`config.mk`:
```
export PLATFORM = sky130hd
export DESIGN_NAME = memory_arbiter
export DESIGN_NICKNAME = d
export VERILOG_FILES = /design/src/rtl/memory_arbiter.sv
export SDC_FILE = /design/constraint.sdc
export NUM_CORES = 1
export LEC_CHECK = 0
export ABC_AREA = 1
export BUFFER_PORTS_ARGS = -buffer_cell sky130_fd_sc_hd__buf_2
export CORE_AREA = 2 2 107 109
export CTS_CLUSTER_SIZE = 8
export DETAILED_ROUTE_END_ITERATION = 8
export DIE_AREA = 0 0 109 111
export PLACE_DENSITY_LB_ADDON = 0.25
export SLEW_MARGIN = 20
export SYNTH_ARGS = -nofsm -noshare
export SYNTH_HDL_FRONTEND = slang
export SYNTH_SLANG_ARGS = --single-unit
```
`constraint.sdc`:
```
create_clock -name clk -period 3.5 [get_ports clk]
set_input_delay 0.175 -clock clk [delete_from_list [all_inputs] [get_ports clk]]
set_output_delay 0.175 -clock clk [all_outputs]
set_load 0.05 [all_outputs]
```
`src/rtl/memory_arbiter.sv`:
```
// memory_arbiter: shares the single memory_controller port between the
// instruction-fetch requester and the data (load/store) requester.
//
// Handshake: a requester holds req (and its address/data) high; gnt rises
// combinationally in the same cycle the transfer is issued; exactly one cycle
// later the owner sees valid=1 with rdata/abort. The requester may drop or
// change req after its gnt cycle; a req still high after gnt is a new request.
//
// Transfers are issued at most one per cycle and answered in issue order.
// Addresses at or above MEM_WORDS are answered locally with an abort and
// never reach memory (m_trans=00).
module memory_arbiter #(
    parameter int unsigned STARVE_LIMIT = 4,
    parameter int unsigned MEM_WORDS    = 8192
) (
    input  logic        clk,
    input  logic        n_reset,
    // fetch requester
    input  logic        f_req,
    input  logic [31:0] f_addr,
    output logic        f_gnt,
    output logic        f_valid,
    output logic [31:0] f_rdata,
    output logic        f_abort,
    // data requester
    input  logic        d_req,
    input  logic [31:0] d_addr,
    input  logic [31:0] d_wdata,
    input  logic        d_write,
    input  logic        d_lock,
    output logic        d_gnt,
    output logic        d_valid,
    output logic [31:0] d_rdata,
    output logic        d_abort,
    // memory_controller port
    output logic [31:0] m_addr,
    output logic [31:0] m_wdata,
    output logic        m_write,
    output logic        m_size,
    output logic [1:0]  m_prot,
    output logic [1:0]  m_trans,
    input  logic [31:0] m_rdata,
    input  logic        m_abort,
    // debug: current arbiter state (0 = IDLE, 1 = LOCKED)
    output logic        dbg_state
);

    typedef enum logic {
        ST_IDLE   = 1'b0,
        ST_LOCKED = 1'b1
    } state_t;

    localparam logic [7:0]  STARVE_MAX = 8'(STARVE_LIMIT);
    localparam logic [31:0] MEM_TOP    = 32'(MEM_WORDS);

    state_t      state_q, state_d;
    logic [7:0]  starve_cnt_q, starve_cnt_d;

    // last memory issue: valid only if it happened in the previous cycle
    logic        last_vld_q, last_vld_d;
    logic        last_owner_q, last_owner_d;   // 1 = data, 0 = fetch
    logic [31:0] last_addr_q, last_addr_d;

    // response pending for the next cycle
    logic        rsp_vld_q, rsp_vld_d;
    logic        rsp_owner_q, rsp_owner_d;     // 1 = data, 0 = fetch
    logic        rsp_write_q, rsp_write_d;
    logic        rsp_lab_q, rsp_lab_d;         // local (out-of-range) abort

    logic        gnt_any;
    logic [31:0] gnt_addr;
    logic        in_range;
    logic        issue;
    logic        seq;
    logic [31:0] rsp_rdata;
    logic        rsp_abort;

    // Grant selection: LOCKED serves only data; IDLE favours data unless fetch is starved.
    always_comb begin
        f_gnt = 1'b0;
        d_gnt = 1'b0;
        if (n_reset) begin
            if (state_q == ST_LOCKED) begin
                d_gnt = d_req;
            end else if (f_req && (starve_cnt_q == STARVE_MAX)) begin
                f_gnt = 1'b1;
            end else if (d_req) begin
                d_gnt = 1'b1;
            end else if (f_req) begin
                f_gnt = 1'b1;
            end
        end
    end

    // Drive the memory port from the granted requester and classify the transfer.
    always_comb begin
        gnt_any  = f_gnt | d_gnt;
        gnt_addr = d_gnt ? d_addr : f_addr;
        in_range = gnt_addr < MEM_TOP;
        issue    = gnt_any & in_range;
        seq      = last_vld_q && (last_owner_q == d_gnt) &&
                   (gnt_addr == last_addr_q + 32'd1);

        m_addr   = gnt_any ? gnt_addr : 32'd0;
        m_wdata  = d_gnt ? d_wdata : 32'd0;
        m_write  = d_gnt & d_write;
        m_size   = 1'b1;
        m_prot   = {1'b0, d_gnt};
        m_trans  = issue ? {1'b1, seq} : 2'b00;
    end

    // Next-state: lock tracking, fetch starvation counter, issue history, response tag.
    always_comb begin
        state_d      = state_q;
        starve_cnt_d = starve_cnt_q;
        last_vld_d   = issue;
        last_owner_d = d_gnt;
        last_addr_d  = issue ? gnt_addr : last_addr_q;
        rsp_vld_d    = gnt_any;
        rsp_owner_d  = d_gnt;
        rsp_write_d  = d_gnt & d_write;
        rsp_lab_d    = gnt_any & ~in_range;

        case (state_q)
            ST_IDLE: begin
                if (d_gnt && d_lock) state_d = ST_LOCKED;
            end
            ST_LOCKED: begin
                if (!d_req || (d_gnt && !d_lock)) state_d = ST_IDLE;
            end
            default: state_d = ST_IDLE;
        endcase

        if (f_gnt) begin
            starve_cnt_d = 8'd0;
        end else if (f_req && (starve_cnt_q < STARVE_MAX)) begin
            starve_cnt_d = starve_cnt_q + 8'd1;
        end
    end

    // State registers; reset discards any pending response and issue history.
    always_ff @(posedge clk or negedge n_reset) begin
        if (!n_reset) begin
            state_q      <= ST_IDLE;
            starve_cnt_q <= 8'd0;
            last_vld_q   <= 1'b0;
            last_owner_q <= 1'b0;
            last_addr_q  <= 32'd0;
            rsp_vld_q    <= 1'b0;
            rsp_owner_q  <= 1'b0;
            rsp_write_q  <= 1'b0;
            rsp_lab_q    <= 1'b0;
        end else begin
            state_q      <= state_d;
            starve_cnt_q <= starve_cnt_d;
            last_vld_q   <= last_vld_d;
            last_owner_q <= last_owner_d;
            last_addr_q  <= last_addr_d;
            rsp_vld_q    <= rsp_vld_d;
            rsp_owner_q  <= rsp_owner_d;
            rsp_write_q  <= rsp_write_d;
            rsp_lab_q    <= rsp_lab_d;
        end
    end

    // Steer the one-cycle-later memory response to its owner; stores and local aborts return 0.
    always_comb begin
        rsp_rdata = (rsp_write_q | rsp_lab_q) ? 32'd0 : m_rdata;
        rsp_abort = m_abort | rsp_lab_q;

        f_valid   = rsp_vld_q & ~rsp_owner_q;
        d_valid   = rsp_vld_q & rsp_owner_q;
        f_rdata   = f_valid ? rsp_rdata : 32'd0;
        d_rdata   = d_valid ? rsp_rdata : 32'd0;
        f_abort   = f_valid & rsp_abort;
        d_abort   = d_valid & rsp_abort;
        dbg_state = state_q;
    end

endmodule

```
After elaboration in Yosys (flattened, before gate mapping)
Cells that the tools add are included.
Widths: inputs -> output; s select.
Word-level totals
  flip-flop bits (word level): 46
  bits of input ports: 135
  output and inout bits: 141
  word-level logic and storage cells: 59
Operators by class
  add/subtract/negate cells: 2
  magnitude comparators: 2
  equality and inequality tests: 3
  muxes and demuxes: 21
  bitwise operators: 13
  reduce and logical (&&, ||, !) cells: 10
Operators by type and width (count)
  $mux 32: 6
  $add 32x1->32 const B: 1
  $eq 32x32->1: 1
  $lt 32x14->1 const B: 1
  $mux 8: 2
  $mux 1: 11
  $add 8x1->8 const B: 1
  $eq 8x3->1 const B: 1
  $lt 8x3->1 const B: 1
  $and 1x1->1: 7
  $logic_and 1x1->1: 6
  $not 1->1: 3
  $or 1x1->1: 3
  $logic_not 1->1: 2
  $mux 2: 1
  $pmux 1 s2: 1
  $reduce_bool 2->1: 1
  $eq 1x1->1: 1
  $logic_or 1x1->1: 1

Longest topological paths before layout
  depth after elaboration: 9
  mapped depth: 18
  mapped depth without buffers: 16

Worst setup path before layout
OpenSTA, ideal clock, no wires.
  kind: reg2out
  from: register state_q, in the netlist dbg_state
  to: output port m_trans[0]
  data arrival time: 2862 ps
  slack: 463 ps
  stages on the path, launching flop included: 13
  buffers on the path: 0
  cells stage by stage: dfrtp_1 inv_1 nand3_1 nand2_2 inv_1 nand2_1 nand2_1 nand2_1 nor2_1 nand3_1 nor3_4 nand2_1 nor2_1
On the way
  cells in the longest elaborated chain, start to end: 6
  elaborated cells on any way between the ends: 13
Ends and longest elaborated chain
  start, declared: line 56  | state_t state_q, state_d;
  start signal, assigned: line 154  | state_q <= state_d;
  $mux 1 *: line 83  | if (state_q == ST_LOCKED) begin
  $mux 1 *: line 82  | if (n_reset) begin
  net d_gnt: line 31  | output logic d_gnt,
  $mux 32 or $eq 1x1->1 (tied branches): line 98, 101
  $lt 32x14->1, or another cell as far along: line 99  | in_range = gnt_addr < MEM_TOP;
  $and 1x1->1 or $logic_and 1x1->1 (tied branches): line 100, 101
  $mux 2 *: line 109  | m_trans = issue ? {1'b1, seq} : 2'b00;
  end, declared: line 41  | output logic [1:0] m_trans,
The timed path passes the listed nets; every way through them passes the cells marked *.

Worst setup path after layout
  from: register starve_cnt_q[0]
  to: output port m_trans[1]
On the way
  cells in the longest elaborated chain, start to end: 9
  elaborated cells on any way between the ends: 13
Ends and longest elaborated chain
  start, declared: line 57  | logic [7:0] starve_cnt_q, starve_cnt_d;
  start signal, assigned: line 155  | starve_cnt_q <= starve_cnt_d;
  $eq 8x3->1 *: line 85  | end else if (f_req && (starve_cnt_q == STARVE_MAX)) begin
  $logic_and 1x1->1 *: line 85
  $mux 1: line 85
  $mux 1: line 83
  $mux 1: line 82
  $mux 32: line 98  | gnt_addr = d_gnt ? d_addr : f_addr;
  $lt 32x14->1: line 99
  $and 1x1->1 *: line 100  | issue = gnt_any & in_range;
  $mux 2 *: line 109
Every way passes the cells marked *; elsewhere a longest branch is shown, timed or not.

==> metrics.yaml <==
worst_pin_slew_ns: 1.07
fin_crit_ns: 3.20
finClkSkew_ns: 0.00976
overflow: 0
fp.dieW_um: 109
syn_nets: 1072
n_antenna_cell: 0
final_common_cell: "nand2_1"
viasPerCell: 5.04
seq_area_um2: 1150
criticalPathCategory: "flop to output port"
cts_hold_buf: 0
via_count: 6704
slew_headroom: 0.283
critPathMaxFanout: 38
gp_congestion: 0.983
finalCritPeriodShare: 0.915
wl_per_cell_um: 15.5
htreeDepth: 2
critPathCaptureType: "output port"
areaGrowthSynthToFinish_pct: 32.8
die_area_um2: 12100
first_pass_iters: 5
grt_start_max_net_pins: 52
drc: 0
cts.sinks: 46
synth_xor_area_frac: 0.0177
hpwlAfterDp_mm: 16.8
ys_types: 26
cts_resized: 0
synth_top_family_by_area: "simple AND/OR/NAND/NOR gates"
power.total_uw: 2170
wl_mm: 20.6
syn_area_um2: 4950
port_buffers: 273
cp-start-kind: "flop"
synth_seq_cells: 46
clk_latency_ns: 0.29
post-route-util: 0.593
clockBufferDepth: 2
cts_root_buf: "clkbuf_16"
nFillCells: 1165
synth_fa_ha_area_frac: 0.00759
final_hold_viol_count: 0
layout.nets: 1323
synthMuxAreaShare: 0
hold_class: "input port to asynchronous set/reset pin"
max-vdd-ir-drop_v: 0.000241
status: "complete, no violations"
tritoncts: "done"
synth_cells: 934
syn_area_per_cell_um2: 5.30
tns_ns: 0
p_per_area_nw_per_um2: 330
setup_viol_count_final: 0
synth-compound-area-share: 0.0422
rsz0062_at_grt: "false"
critical_path_required_ns: 3.32
rows: 39
core_um2: 11100
synth-simple-area-share: 0.531
yosysWarningCount: 0
ant_nets: 0
final_cell_mix: "nand2_1 (291), buf_2 (272), inv_1 (166)"
grt_usage: 0.331
final_max_slew_viol_count: 0
dr.first_iter.drc_count: 620
drv_cap: 0
grt_pass1_wl_mm: 30.9
clock.fmax_mhz: 312
multi_input_area_um2: 2970
numCtsBuffers: 5
grt_pass1_vias: 5956
die_y_um: 111
critPathArrivalTime_ns: 3.03
ys_seq_area_frac: 0.233
drive_gt1_frac: 0.254
clkTransAtPathRegs_ns: 0.06
post_cts_buffers: 0
antenna_found_initial: 0
p_leak_uw: 0.00466
ios: 276
start_util: 0.447
cell families (layout without fill, tap and decap cells):
group                      count (synthesis)  in the layout
buffers and inverters                    211            463
AOI/OAI and AO/OA                         41             41
and+or+nand+nor                          621            621
adders and majority gates                  3              3
xor gates and xnor gates                  10             10
other                                      2              2
DFF                                       46             46
worst max-delay path: stages, from the launching register on:
cell and delay, ns:
dfrtp_1 0.35, inv_1 0.07, ha_1 0.19, nand2_1 0.06, nor2_1 0.05, nand3_1 0.10, buf_4 0.39, nand3b_1 0.14
nand2_1 0.26, nand2_1 0.10, nor2_1 0.10, nand3_1 0.14, nor3_4 0.18, buf_4 0.30, buf_2 0.32
registers in the layout, indices dropped and copies added (netlist names):
name and cells:
rsp_owner_q 1, last_vld_q 1, rsp_vld_q 1, rsp_write_q 1, rsp_lab_q 1, starve_cnt_q 8, last_addr_q 32, dbg_state 1
final timing paths:
kind | startpoint | to | slack [ns] | cells after the start
worst max register to register | starve_cnt_q[0] | last_addr_q[8] | 0.79 | 15
worst min register to register | starve_cnt_q[4] | starve_cnt_q[4] | 0.49 | 2
min in group clk | d_write | rsp_write_q | 0.12 | 3
max in group asynchronous | n_reset | last_addr_q[3] | 2.95 | 2
worst max-delay path | starve_cnt_q[0] | m_trans[1] | 0.30 | 14
worst min-delay path | n_reset | last_addr_q[13] | 0.12 | 2
metrics by stage:
step | std cells | hold WS [ns] | instance area [um^2] | setup WS [ns]
after floorplan | 934 | -0.121 | 4950 | 0.463
after global placement | 1321 | 0.410 | 6420 | 0.675
after detailed placement | 1321 | 0.412 | 6420 | 0.634
after CTS | 1329 | 0.114 | 6570 | 0.331
after global routing | 1329 | 0.134 | 6570 | 0.0653
final | 1329 | 0.115 | 6570 | 0.296
cell usage after synthesis:
library cell	n	area, um^2
conb_1	2	7.51
buf_1	8	30.0
xor2_1	10	87.6
nor2_2	1	6.26
or2_2	1	6.26
buf_2	8	40.0
a31oi_1	1	6.26
o21ai_1	14	70.1
and2_1	1	6.26
nand2_1	291	1090
nor3_4	1	16.3
o21ai_0	14	70.1
inv_2	4	15.0
dfrtp_1	46	1150
nand3_1	76	380
a21boi_0	1	7.51
a21oi_1	11	55.1
nor3_1	64	320
ha_1	3	37.5
nand2_2	1	6.26
nand3b_1	23	173
buf_4	7	52.6
nor2_1	158	593
nand4_1	4	25.0
inv_1	166	623
clkbuf_1	18	67.6
area by class of cell:
type | count | area share
clock inverter | 2 | 0.00190
sequential | 46 | 0.175
inverter | 170 | 0.0971
multi-input combinational | 677 | 0.452
timing repair buffer | 285 | 0.226
tap | 143 | 0.0272
clock buffer | 6 | 0.0211
report_power, final:
group	internal, uW	switching (uW)
clock network	283	213
registers	555	12.1
logic	263	844
total	1100	1070
layer usage:
layer / track usage / up-vias / wire, um
li1: - / 3325 / -
met1: 0.437 / 3048 / 8570
met2: 0.542 / 286 / 9440
met4: 0.111 / 0 / 658
met5: 0 / - / 0
met3: 0.0558 / 45 / 1870
Power figures use the tool's default switching activity.
